==> config.mk <==
export PLATFORM = sky130hd
export DESIGN_NAME = operand_fetch_flat
export DESIGN_NICKNAME = d
export VERILOG_FILES = /design/src/rtl/risc_pkg.sv /design/src/rtl/operand_fetch_if.sv /design/src/rtl/reg_file.sv /design/src/rtl/operand_fetch.sv /design/src/flat_wrapper.sv
export SDC_FILE = /design/constraint.sdc
export NUM_CORES = 1
export LEC_CHECK = 0
export BUFFER_PORTS_ARGS = -buffer_cell sky130_fd_sc_hd__buf_4
export CORE_MARGIN = 10
export CORE_UTILIZATION = 56
export DETAILED_ROUTE_END_ITERATION = 16
export PLACE_DENSITY_LB_ADDON = 0.05
export SYNTH_ARGS = -nofsm -noshare
export SYNTH_HDL_FRONTEND = slang
export SYNTH_SLANG_ARGS = --single-unit
==> constraint.sdc <==
create_clock -name clk -period 2.9 [get_ports clk]
set_input_delay 0.58 -clock clk [delete_from_list [all_inputs] [get_ports clk]]
set_output_delay 0.58 -clock clk [all_outputs]
set_load 0.02 [all_outputs]
==> src/rtl/risc_pkg.sv <==
// Shared definitions for the 8-bit RISC core: ALU opcodes, instruction field
// positions and register-file geometry.
package risc_pkg;

    localparam int unsigned REG_N   = 8;
    localparam int unsigned REG_AW  = 3;
    localparam int unsigned INSTR_W = 16;
    localparam int unsigned CTRL_W  = 3;

    localparam int unsigned CTRL_MSB = 15;
    localparam int unsigned CTRL_LSB = 13;
    localparam int unsigned RD_MSB   = 12;
    localparam int unsigned RD_LSB   = 10;
    localparam int unsigned RS1_MSB  = 9;
    localparam int unsigned RS1_LSB  = 7;
    localparam int unsigned RS2_MSB  = 6;
    localparam int unsigned RS2_LSB  = 4;

    typedef enum logic [CTRL_W-1:0] {
        ALU_ADD  = 3'b000,
        ALU_SUB  = 3'b001,
        ALU_SRL  = 3'b010,
        ALU_NOR  = 3'b011,
        ALU_NAND = 3'b100,
        ALU_SLL  = 3'b110
    } alu_ctrl_e;

    // 101 and 111 have no ALU operation behind them.
    function automatic logic ctrl_legal(input logic [CTRL_W-1:0] c);
        return (c != 3'b101) && (c != 3'b111);
    endfunction

endpackage

==> src/rtl/operand_fetch_if.sv <==
// Issue-stage bus: instruction handshake in, ALU operand handshake out,
// writeback return. master = surrounding pipeline, slave = operand_fetch.
interface operand_fetch_if
    import risc_pkg::*;
#(
    parameter int unsigned DATA_W = 8
);
    logic                in_valid;
    logic                in_ready;
    logic [INSTR_W-1:0]  in_instr;
    logic                ex_valid;
    logic                ex_ready;
    logic [DATA_W-1:0]   rs1;
    logic [DATA_W-1:0]   rs2;
    logic [CTRL_W-1:0]   ctrl;
    logic [REG_AW-1:0]   ex_rd;
    logic                wb_en;
    logic [REG_AW-1:0]   wb_addr;
    logic [DATA_W-1:0]   wb_data;
    logic                illegal;

    modport master (
        output in_valid, in_instr, ex_ready, wb_en, wb_addr, wb_data,
        input  in_ready, ex_valid, rs1, rs2, ctrl, ex_rd, illegal
    );

    modport slave (
        input  in_valid, in_instr, ex_ready, wb_en, wb_addr, wb_data,
        output in_ready, ex_valid, rs1, rs2, ctrl, ex_rd, illegal
    );
endinterface

==> src/rtl/reg_file.sv <==
// 8-entry register file: two asynchronous read ports, one synchronous write
// port, r0 hardwired to zero.
module reg_file
    import risc_pkg::*;
#(
    parameter int unsigned DATA_W = 8
) (
    input  logic              clk,
    input  logic              rst_n,
    input  logic [REG_AW-1:0] raddr1_i,
    input  logic [REG_AW-1:0] raddr2_i,
    output logic [DATA_W-1:0] rdata1_o,
    output logic [DATA_W-1:0] rdata2_o,
    input  logic              we_i,
    input  logic [REG_AW-1:0] waddr_i,
    input  logic [DATA_W-1:0] wdata_i
);
    logic [DATA_W-1:0] regs_q [REG_N];

    always_ff @(posedge clk) begin
        if (!rst_n) begin
            for (int i = 0; i < int'(REG_N); i++) regs_q[i] <= '0;
        end else if (we_i && (waddr_i != '0)) begin
            regs_q[waddr_i] <= wdata_i;
        end
    end

    assign rdata1_o = (raddr1_i == '0) ? '0 : regs_q[raddr1_i];
    assign rdata2_o = (raddr2_i == '0) ? '0 : regs_q[raddr2_i];
endmodule

==> src/rtl/operand_fetch.sv <==
// Operand fetch / issue stage: busy scoreboard, RAW/WAW stall, ALU operand
// register. Define OF_WB_BYPASS_EN to forward same-cycle writebacks to sources.
module operand_fetch
    import risc_pkg::*;
#(
    parameter int unsigned DATA_W = 8
) (
    input logic             clk,
    input logic             rst_n,
    operand_fetch_if.slave  bus
);
    logic [CTRL_W-1:0] ctrl_c;
    logic [REG_AW-1:0] rd_c, rs1a_c, rs2a_c;
    logic [DATA_W-1:0] rf_rd1, rf_rd2, op1_c, op2_c;
    logic              haz1_c, haz2_c, hazrd_c, hazard_c, ready_c, accept_c;
    logic              unused_rsvd;

    logic [REG_N-1:0]  busy_q, busy_d;
    logic              ex_valid_q, ex_valid_d;
    logic [DATA_W-1:0] rs1_q, rs1_d, rs2_q, rs2_d;
    logic [CTRL_W-1:0] ctrl_q, ctrl_d;
    logic [REG_AW-1:0] ex_rd_q, ex_rd_d;
    logic              illegal_q, illegal_d;

    assign ctrl_c      = bus.in_instr[CTRL_MSB:CTRL_LSB];
    assign rd_c        = bus.in_instr[RD_MSB:RD_LSB];
    assign rs1a_c      = bus.in_instr[RS1_MSB:RS1_LSB];
    assign rs2a_c      = bus.in_instr[RS2_MSB:RS2_LSB];
    assign unused_rsvd = ^bus.in_instr[RS2_LSB-1:0];

    reg_file #(.DATA_W(DATA_W)) u_reg_file (
        .clk      (clk),
        .rst_n    (rst_n),
        .raddr1_i (rs1a_c),
        .raddr2_i (rs2a_c),
        .rdata1_o (rf_rd1),
        .rdata2_o (rf_rd2),
        .we_i     (bus.wb_en),
        .waddr_i  (bus.wb_addr),
        .wdata_i  (bus.wb_data)
    );

    function automatic logic pending(input logic [REG_N-1:0] busy, input logic [REG_AW-1:0] r);
        return busy[r] && (r != '0);
    endfunction

`ifdef OF_WB_BYPASS_EN
    logic wb_hit1_c, wb_hit2_c;
    assign wb_hit1_c = bus.wb_en && (bus.wb_addr == rs1a_c) && (rs1a_c != '0);
    assign wb_hit2_c = bus.wb_en && (bus.wb_addr == rs2a_c) && (rs2a_c != '0);
    assign haz1_c    = pending(busy_q, rs1a_c) && !wb_hit1_c;
    assign haz2_c    = pending(busy_q, rs2a_c) && !wb_hit2_c;
    assign op1_c     = wb_hit1_c ? bus.wb_data : rf_rd1;
    assign op2_c     = wb_hit2_c ? bus.wb_data : rf_rd2;
`else
    assign haz1_c    = pending(busy_q, rs1a_c);
    assign haz2_c    = pending(busy_q, rs2a_c);
    assign op1_c     = rf_rd1;
    assign op2_c     = rf_rd2;
`endif

    // WAW on rd is never bypassed.
    assign hazrd_c  = pending(busy_q, rd_c);
    assign hazard_c = bus.in_valid && (haz1_c || haz2_c || hazrd_c);
    assign ready_c  = rst_n && (!ex_valid_q || bus.ex_ready) && !hazard_c;
    assign accept_c = bus.in_valid && ready_c;

    always_comb begin
        busy_d     = busy_q;
        ex_valid_d = ex_valid_q;
        rs1_d      = rs1_q;
        rs2_d      = rs2_q;
        ctrl_d     = ctrl_q;
        ex_rd_d    = ex_rd_q;
        illegal_d  = 1'b0;

        if (ex_valid_q && bus.ex_ready) ex_valid_d = 1'b0;
        if (bus.wb_en) busy_d[bus.wb_addr] = 1'b0;

        // A same-cycle issue to the written register re-marks it busy.
        if (accept_c) begin
            if (ctrl_legal(ctrl_c)) begin
                ex_valid_d = 1'b1;
                rs1_d      = op1_c;
                rs2_d      = op2_c;
                ctrl_d     = ctrl_c;
                ex_rd_d    = rd_c;
                if (rd_c != '0) busy_d[rd_c] = 1'b1;
            end else begin
                illegal_d = 1'b1;
            end
        end
    end

    always_ff @(posedge clk) begin
        if (!rst_n) begin
            busy_q     <= '0;
            ex_valid_q <= 1'b0;
            rs1_q      <= '0;
            rs2_q      <= '0;
            ctrl_q     <= '0;
            ex_rd_q    <= '0;
            illegal_q  <= 1'b0;
        end else begin
            busy_q     <= busy_d;
            ex_valid_q <= ex_valid_d;
            rs1_q      <= rs1_d;
            rs2_q      <= rs2_d;
            ctrl_q     <= ctrl_d;
            ex_rd_q    <= ex_rd_d;
            illegal_q  <= illegal_d;
        end
    end

    assign bus.in_ready = ready_c;
    assign bus.ex_valid = ex_valid_q;
    assign bus.rs1      = rs1_q;
    assign bus.rs2      = rs2_q;
    assign bus.ctrl     = ctrl_q;
    assign bus.ex_rd    = ex_rd_q;
    assign bus.illegal  = illegal_q;
endmodule

==> src/flat_wrapper.sv <==
// flat-port wrapper written by rule: the top's interface ports become plain ports
module operand_fetch_flat import risc_pkg::*;
#(
    parameter int unsigned DATA_W = 8
)
  (clk, rst_n, bus_in_valid, bus_in_instr, bus_ex_ready, bus_wb_en, bus_wb_addr, bus_wb_data, bus_in_ready, bus_ex_valid, bus_rs1, bus_rs2, bus_ctrl, bus_ex_rd, bus_illegal);
  operand_fetch_if #(.DATA_W(DATA_W)) bus_i ();
  input logic clk;
  input logic rst_n;
  input wire logic [$bits(bus_i.in_valid)-1:0] bus_in_valid;
  input wire logic [$bits(bus_i.in_instr)-1:0] bus_in_instr;
  input wire logic [$bits(bus_i.ex_ready)-1:0] bus_ex_ready;
  input wire logic [$bits(bus_i.wb_en)-1:0] bus_wb_en;
  input wire logic [$bits(bus_i.wb_addr)-1:0] bus_wb_addr;
  input wire logic [$bits(bus_i.wb_data)-1:0] bus_wb_data;
  output wire logic [$bits(bus_i.in_ready)-1:0] bus_in_ready;
  output wire logic [$bits(bus_i.ex_valid)-1:0] bus_ex_valid;
  output wire logic [$bits(bus_i.rs1)-1:0] bus_rs1;
  output wire logic [$bits(bus_i.rs2)-1:0] bus_rs2;
  output wire logic [$bits(bus_i.ctrl)-1:0] bus_ctrl;
  output wire logic [$bits(bus_i.ex_rd)-1:0] bus_ex_rd;
  output wire logic [$bits(bus_i.illegal)-1:0] bus_illegal;
  assign bus_i.in_valid = bus_in_valid;
  assign bus_i.in_instr = bus_in_instr;
  assign bus_i.ex_ready = bus_ex_ready;
  assign bus_i.wb_en = bus_wb_en;
  assign bus_i.wb_addr = bus_wb_addr;
  assign bus_i.wb_data = bus_wb_data;
  assign bus_in_ready = bus_i.in_ready;
  assign bus_ex_valid = bus_i.ex_valid;
  assign bus_rs1 = bus_i.rs1;
  assign bus_rs2 = bus_i.rs2;
  assign bus_ctrl = bus_i.ctrl;
  assign bus_ex_rd = bus_i.ex_rd;
  assign bus_illegal = bus_i.illegal;
  operand_fetch #(.DATA_W(DATA_W)) u_core (.clk(clk), .rst_n(rst_n), .bus(bus_i));
endmodule
# Yosys cells after proc, flatten, opt, wreduce, memory -nomap -nowiden

Memory sizes are Yosys's and may differ from the RTL's.
Cells that the tools add are included.

Bits of input ports: 32
Memories: 1
RAM bits: 64
Register bits: 32
Output and inout bits: 25

Order comparisons: 6
Muxes and demuxes: 27
Bitwise operators: 3
Equal/unequal tests: 2
Reduce and logical (&&, ||, !) cells: 26

Memory list:

| memory                   | words | width | read ports | clocked after Yosys merged registers in | write ports | RTL line       | text |
|---|---|---|---|---|---|---|---|
| u_core.u_reg_file.regs_q | 8     | 8     | 2          | 0                                       | 8           | reg_file.sv:18 | `logic [DATA_W-1:0] regs_q [REG_N];` |

Operators by type and width:

| operator             | count |
|---|---|
| $mux W8              | 7 |
| $lt A3 B4 Y1 const B | 4 |
| $mux W1              | 14 |
| $logic_and A1 B1 Y1  | 12 |
| $reduce_bool A3 Y1   | 4 |
| $bmux W1 S3          | 3 |
| $and A8 B8 Y8        | 1 |
| $not A8 Y8           | 1 |
| $or A8 B8 Y8         | 1 |
| $reduce_or A8 Y1     | 1 |
| $demux W1 S3         | 2 |
| $ge A3 B1 Y1 const B | 2 |
| $logic_not A3 Y1     | 2 |
| $ne A3 B3 Y1 const B | 2 |
| $reduce_and A2 Y1    | 2 |
| $logic_or A1 B1 Y1   | 3 |
| $mux W3              | 1 |
| $logic_not A1 Y1     | 2 |

# Depth between registers and ports, before layout

Gate-level depths: netlist of run 1.

Word-level depth: 11
Mapped depth: 8

# By module

A second synthesis of run 1 with hierarchy kept.

Cell total of the unflattened synthesis: 403
Area, all modules: 4757.1 um2

Modules (own cells, without submodules):

| module        | times used | seq. area each (um2) | area an instance (um2) | cells an instance |
|---|---|---|---|---|
| reg_file      | 1          | 1681.6               | 3261.9                 | 245 |
| operand_fetch | 1          | 620.6                | 1495.2                 | 158 |

# Worst setup path after synthesis of run 1

OpenSTA, ideal clock, no wires.

Kind: in2out
Start: input bus_in_instr[11]
End: output bus_in_ready
Arrival time: 2084 ps
Path buffers: 2
Path slack: 236 ps
Cell stages on the path: 7
Cell sequence: buf_6 > mux2_4 > and3_4 > a221oi_4 > buf_4 > nand2_1 > a21oi_1

Longest elaborated chain between the ends: 7
Elaborated cells between the ends (all ways): 8
Those cells by class: mux: 2; reduce/logical: 6

Ends and longest elaborated chain:

| item                          | RTL line            | text |
|---|---|---|
| start: declaration            | flat_wrapper.sv:11  | `input wire logic [$bits(bus_i.in_instr)-1:0] bus_in_instr;` |
| $bmux W1 S3                   | operand_fetch.sv:44 | `return busy[r] && (r != '0);` |
| $mux W1 (not written as such) | operand_fetch.sv:44 |  |
| $logic_and A1 B1 Y1 (*)       | operand_fetch.sv:44 |  |
| $logic_or A1 B1 Y1 (*)        | operand_fetch.sv:64 | `assign hazard_c = bus.in_valid && (haz1_c \|\| haz2_c \|\| hazrd_c);` |
| $logic_and A1 B1 Y1 (*)       | operand_fetch.sv:64 |  |
| $logic_not A1 Y1 (*)          | operand_fetch.sv:65 | `assign ready_c = rst_n && (!ex_valid_q \|\| bus.ex_ready) && !hazard_c;` |
| $logic_and A1 B1 Y1 (*)       | operand_fetch.sv:65 |  |
| end: declaration              | flat_wrapper.sv:16  | `output wire logic [$bits(bus_i.in_ready)-1:0] bus_in_ready;` |

Every way passes the cells marked *; elsewhere a longest branch is shown, timed or not. The select of a mux whose other input is x is not followed.

# Worst setup path in the final report of run 1

Start: input bus_in_instr[8]
End: output bus_in_ready

Longest elaborated chain between the ends: 8
Elaborated cells between the ends (all ways): 9
Those cells by class: mux: 2; reduce/logical: 7

Ends and longest elaborated chain:

| item                                 | RTL line |
|---|---|
| $bmux W1 S3                          | operand_fetch.sv:44 |
| $mux W1 (not written as such)        | operand_fetch.sv:44 |
| $logic_and A1 B1 Y1 (*)              | operand_fetch.sv:44 |
| $logic_or A1 B1 Y1 (*) (2 in series) | operand_fetch.sv:64 |
| $logic_and A1 B1 Y1 (*)              | operand_fetch.sv:64 |
| $logic_not A1 Y1 (*)                 | operand_fetch.sv:65 |
| $logic_and A1 B1 Y1 (*)              | operand_fetch.sv:65 |

Marked as above.

==> metrics.txt, run 1 <==
fin. max-slew vios 0; layout cells sized above 1 between 20% and 30%; layout net count 479; top cell type's share of synthesized area 39.8%; Die Y 113 um; Async SR Flop Fraction 0%; Initial Util 58.2%; fin crit period between 2000 and 3000 ps; predominant post-synthesis flop cell edfxtp_1; post-DP HPWL around 8300 um; Resized cells post-CTS 0; LEAKAGE roughly 0.0022 uW; sequential area share after synthesis ~53%; most common cell in the netlist edfxtp_1; CP Launch Type input port; Max FO, Critical Path 21; GRT Util Overall 18.9%; CP endpoint kind output pin; grt total ovfl 0; first-pass GRT wire length between 15000 and 20000 um; fmax around 390 MHz; I/O pin total 57; Root Buffer clkbuf_8; synthesized instance count 388; Routability Congestion 0.839; WP data arrival a little under 2000 ps; Inserted Clock Buffers 9; dpl ws ~360 ps; Netlist cell types 42; Max-Cap Viols 0; antenna violations before repair 0; Residual DRC 0; WL final 12000 um; outcome finished clean; Slew headroom about half; synthesized area slightly below 0.005 mm^2; Hold WS 455 ps; latest clock arrival within the worst-skew pair about 360 ps; Inst Count DP 541; period utilization 87.4%; Hold Crit Class flop to flop; vias post-DR 3367; Synth area leaders edfxtp_1 (40%), dfxtp_1 (13%), mux4_2 (8.4%), mux2i_1 (8.3%), and2_1 (7.3%); synthesis-stage register bit count 95; largest net degree at the start of global routing 40; fillers 655; Avg WL per Cell 21.6 um; pwr dens 529 mW/mm^2; Final Hold Viols 0; post-CTS setup buffer count 0; Core ar. 0.00830 mm^2; final cell count without fillers ~560; skew final 11.8 ps; vias in the first global route between 3000 and 4000; Detailed Routing Iterations Pass 1 5; setup violators final 0; n_diodes 0; Commonest cells post-synth edfxtp_1 (64), and2_1 (56), mux2i_1 (40), dfxtp_1 (31), nand2_1 (29); number of placement rows 33; Yosys warning count 0; die area 0.0127 mm^2; EDFF count, synth 64; Least-Margin Pin Slew ~750 ps; WS Path Type input port to output pin; via/cell ratio between 6 and 7; Critical Path RT 2320 ps; TritonCTS clock tree done; # port buffers 52; Area growth, synth to finish 14.7%; Max clock buf depth 2; post-cts hold buffer count 0; Clock Pin Slew Worst Setup and Hold Paths approximately 90 ps; post-layout util roughly two thirds; post-route worst setup slack approximately 360 ps; RSZ-0062 raised after global routing no; worst ir drop on vdd 0.294 mV; Setup TNS 0 ps; Synth area leader edfxtp_1; clock sinks 95; Mapped Avg Cell Area about 12 um^2; H-tree lvl count 3; initial DRC count approximately 290; Die X 113 um; antenna viol nets, final 0
[where the power goes]
| part | internal [uW] | leakage [uW] | switching, uW |
|---|---|---|---|
| combinational | 191 | 0.00122 | 241 |
| clock | 436 | 0.000110 | 485 |
| sequential | 1530 | 0.000872 | 44.0 |
[registers in the layout (all words and copies together), names as in the netlist]
register,count
u_core.bus.ctrl,3
u_core.bus.ex_rd,3
u_core.bus.ex_valid,1
u_core.bus.illegal,1
u_core.bus.rs1,8
u_core.bus.rs2,8
u_core.busy_q,7
u_core.u_reg_file.regs_q,64
[stage by stage]
stage                     area [um^2]  power [uW]
final                            5540        2930
after CTS                        5540        2940
after global routing             5540        3050
after detailed placement         5330        2040
after global placement           5330        2030
after floorplan                  4860        1870
[placed cells by master (no fill, tap or decap), types with 2 or more instances in the layout]
| cell type | count |
|---|---|
| nand2_1 | 29 |
| nand4_1 | 7 |
| mux2i_1 | 40 |
| nand3_1 | 4 |
| clkbuf_8 | 10 |
| nand2b_1 | 5 |
| conb_1 | 8 |
| nor2_1 | 14 |
| buf_4 | 66 |
| o21ai_0 | 13 |
| nor3_1 | 2 |
| mux4_2 | 18 |
| inv_6 | 3 |
| dfxtp_1 | 31 |
| o31ai_1 | 3 |
| a211oi_1 | 7 |
| a21o_1 | 4 |
| a31oi_1 | 2 |
| and2_1 | 56 |
| mux4_1 | 5 |
| a311oi_1 | 2 |
| a2bb2oi_1 | 4 |
| edfxtp_1 | 64 |
| inv_1 | 5 |
| o211ai_1 | 4 |
| a21oi_1 | 21 |
| nand3b_1 | 3 |
| o21ai_1 | 7 |
| o41ai_1 | 2 |
[final timing paths]
check / slack [ps] / from / cells past startpoint / endpoint
worst max register to register: 830 / u_core.busy_q[6] / 6 / u_core.busy_q[4]
worst min register to register: 460 / u_core.bus.rs1[6] / 2 / u_core.bus.rs1[6]
worst max-delay path: 360 / bus_in_instr[8] / 6 / bus_in_ready
worst min-delay path: 460 / u_core.bus.rs1[6] / 2 / u_core.bus.rs1[6]
[kinds of logic (layout without fill, tap and decap cells)]
group           count (synthesis)  after routing  share of synthesized area (%)
simple gates                  125            125                           14.3
compound gates                 73             73                           9.79
mux                            64             64                           19.7
other cells                     1              8                         0.0776
buf+inv                        30             87                           3.52
flops                          95             95                           52.6
[layout make-up]
| type | count | area [um^2] | share of cell area [%] |
|---|---|---|---|
| Multi-Input combinational cell | 270 | 2140 | 38.7 |
| Sequential cell | 95 | 2540 | 45.9 |
| Clock buffer | 10 | 138 | 2.48 |
| Inverter | 5 | 18.8 | 0.339 |
| Timing Repair Buffer | 66 | 495 | 8.94 |
| Tap cell | 105 | 131 | 2.37 |
| Clock inverter | 6 | 72.6 | 1.31 |
[layer usage]
metal  global-route usage, %  vias up  routed length (um)
li1                        -     1575                   -
met1                    23.8     1620                5010
met2                    31.2      160                5850
met3                    5.55       12                1060
met4                    4.82        0                 130
met5                       0        -                   0
[critical path, cell delays in order]
cell and delay, ps:
buf_4 290, mux4_2 550, and2_4 210, nand2_1 100, a21oi_1 70, buf_4 150
(Power assumes the default switching activity.)
==> run 2, diff against run 1 <==
- PLACE_DENSITY: not set -> 0.77
- PLACE_DENSITY_LB_ADDON: 0.05 -> not set
==> run 2 against run 1 <==
Effect of this change:
- clock skew is 2.5 ps lower
- sequential cell count stayed put
- non-clock buffer count unchanged
- sequential share of layout area shrank 0.083 points
- critical path type unchanged
- critical endpoint unchanged
==> metrics.txt, run 2 (synthesis gave the netlist of run 1 again) <==
first-pass GRT wire length 18000 um (was 18800 um); Avg WL per Cell 20.8 um (was 21.6 um); RSZ-0062 raised after global routing no (unchanged); I/O pin total 57 (unchanged); Max clock buf depth 2 (unchanged); LEAKAGE 0.00221 uW (was 0.00220 uW); post-DP HPWL 8230 um (was 8290 um); skew final 9.31 ps (was 11.8 ps); Core ar. 0.00830 mm^2 (unchanged); Hold Crit Class input port to flop (was flop to flop); vias in the first global route 3311 (was 3451); crit path cell chain buf_4 > mux4_2 > and2_4 > nand2_1 > a21oi_1 > buf_4 (unchanged); Resized cells post-CTS 0 (unchanged); Routability Congestion 0.864 (was 0.839); most frequent CP cell buf_4 (unchanged); design area 0.00555 mm^2 (was 0.00554 mm^2); grt total ovfl 0 (unchanged); Post-Place Cell Area 0.00533 mm^2 (unchanged); Hold WS 450 ps (was 455 ps); fmax 390 MHz (was 394 MHz); critical path's slowest cell mux4_2 (unchanged); # port buffers 52 (unchanged); period utilization 88.4% (was 87.4%); Inserted Clock Buffers 9 (unchanged); Critical Path RT 2320 ps (about the same); Least-Margin Pin Slew 678 ps (was 749 ps); most frequent cells in the layout buf_4 (66), edfxtp_1 (64), and2_1 (56), mux2i_1 (40), dfxtp_1 (31) (unchanged); Slew headroom 54.6% (was 49.9%); Die Y 113 um (unchanged); H-tree lvl count 3 (unchanged); layout net count 479 (unchanged); post-CTS setup buffer count 0 (unchanged); post-cts hold buffer count 0 (unchanged); antenna violations before repair 0 (unchanged); number of placement rows 33 (unchanged); Die X 113 um (unchanged); Residual DRC 0 (unchanged); clock sinks 95 (unchanged); outcome finished clean (unchanged); fillers 590 (was 655); setup violators final 0 (unchanged); CP max stage delay 550 ps (about the same); via/cell ratio 5.98 (was 6.04); Setup TNS 0 ps (unchanged); initial DRC count 308 (was 294); most common cell after layout, fill and taps aside buf_4 (unchanged); max reg flops 64 (unchanged); WL final 11600 um (was 12000 um); Root Buffer clkbuf_8 (unchanged); n_diodes 0 (unchanged); pwr dens 534 mW/mm^2 (was 529 mW/mm^2); family with the most delay on the worst path multiplexers (unchanged); latest clock arrival within the worst-skew pair 360 ps (about the same); Initial Util 58.2% (unchanged); TritonCTS clock tree done (unchanged); CP Launch Type input port (unchanged); Seq. cell area 0.00254 mm^2 (unchanged); Max-Cap Viols 0 (unchanged); final cell count without fillers 557 (unchanged); WP data arrival 1980 ps (was 1960 ps); layout cells sized above 1 23.0% (was 23.2%); Inst Count DP 541 (unchanged); GRT Util Overall 18.0% (was 18.9%); vias post-DR 3329 (was 3367); worst ir drop on vdd 0.266 mV (was 0.294 mV); Reg with most FFs u_core.u_reg_file.regs_q (unchanged); Multi-input gate area 0.00214 mm^2 (unchanged); antenna viol nets, final 0 (unchanged); buffers and inverters on the worst path 2 (unchanged); WS Path Type input port to output pin (unchanged); CP endpoint kind output pin (unchanged); die area 0.0127 mm^2 (unchanged); fin. max-slew vios 0 (unchanged); Area growth, synth to finish 14.9% (was 14.7%); largest net degree at the start of global routing 26 (was 40); Clock Pin Slew Worst Setup and Hold Paths 90 ps (about the same); Max FO, Critical Path 21 (unchanged); Detailed Routing Iterations Pass 1 4 (was 5); Final Hold Viols 0 (unchanged); fin crit period 2560 ps (was 2540 ps)
## run 2: changes by cell type in the layout (fill, tap and decap cells not counted)
cell and change:
inv_6 -2, clkinv_4 +2, inv_4 +1, bufinv_16 +1, clkinv_2 -1, clkbuf_8 -1, clkbuf_1 +1, inv_8 -1
## run 2: area by class of cell
class | count | area share (%)
Clock inverter | 6 | 1.67
Inverter | 5 | 0.338
Sequential cell | 95 | 45.8
Clock buffer | 10 | 2.30
Multi-Input combinational cell | 270 | 38.6
Tap cell | 105 | 2.37
Timing Repair Buffer | 66 | 8.92
## run 2: through the flow
stage / total power, uW / utilization (%) / setup WS (ps)
3_3_place_gp: 2020 / 64.3 / 384
5_1_grt: 3090 / 66.9 / 297
4_1_cts: 2980 / 66.9 / 362
3_5_place_dp: 2030 / 64.3 / 365
2_1_floorplan: 1870 / - / 236
6_report: 2970 / 66.9 / 337
## run 2: tightest hold or removal path, cell delays in order
cell     delay (ps)
buf_4            80
nand4_1          60
o21ai_1          70
## run 2: path summary, 6_finish.rpt
kind | from | to | slack [ps] | cells after the start
max reg2reg | u_core.busy_q[4] | u_core.busy_q[4] | 870 | 6
min | bus_in_instr[14] | u_core.bus.ctrl[1] | 450 | 3
min reg2reg | u_core.bus.rs1[7] | u_core.bus.rs1[7] | 460 | 2
max | bus_in_instr[8] | bus_in_ready | 340 | 6
## run 2: metal layers
layer	up-vias	routed length (um)	GRT usage [%]
met2	135	5820	30.8
met3	8	905	4.01
met4	0	80	5.33
met5	-	0	0
li1	1575	-	-
met1	1611	4760	22.2
## run 2: power by group
part           internal [uW]  switching [uW]  total [uW]
Sequential              1530            49.4        1580
Combinational            190             229         419
Clock                    493             472         965
Total                   2220             750        2970
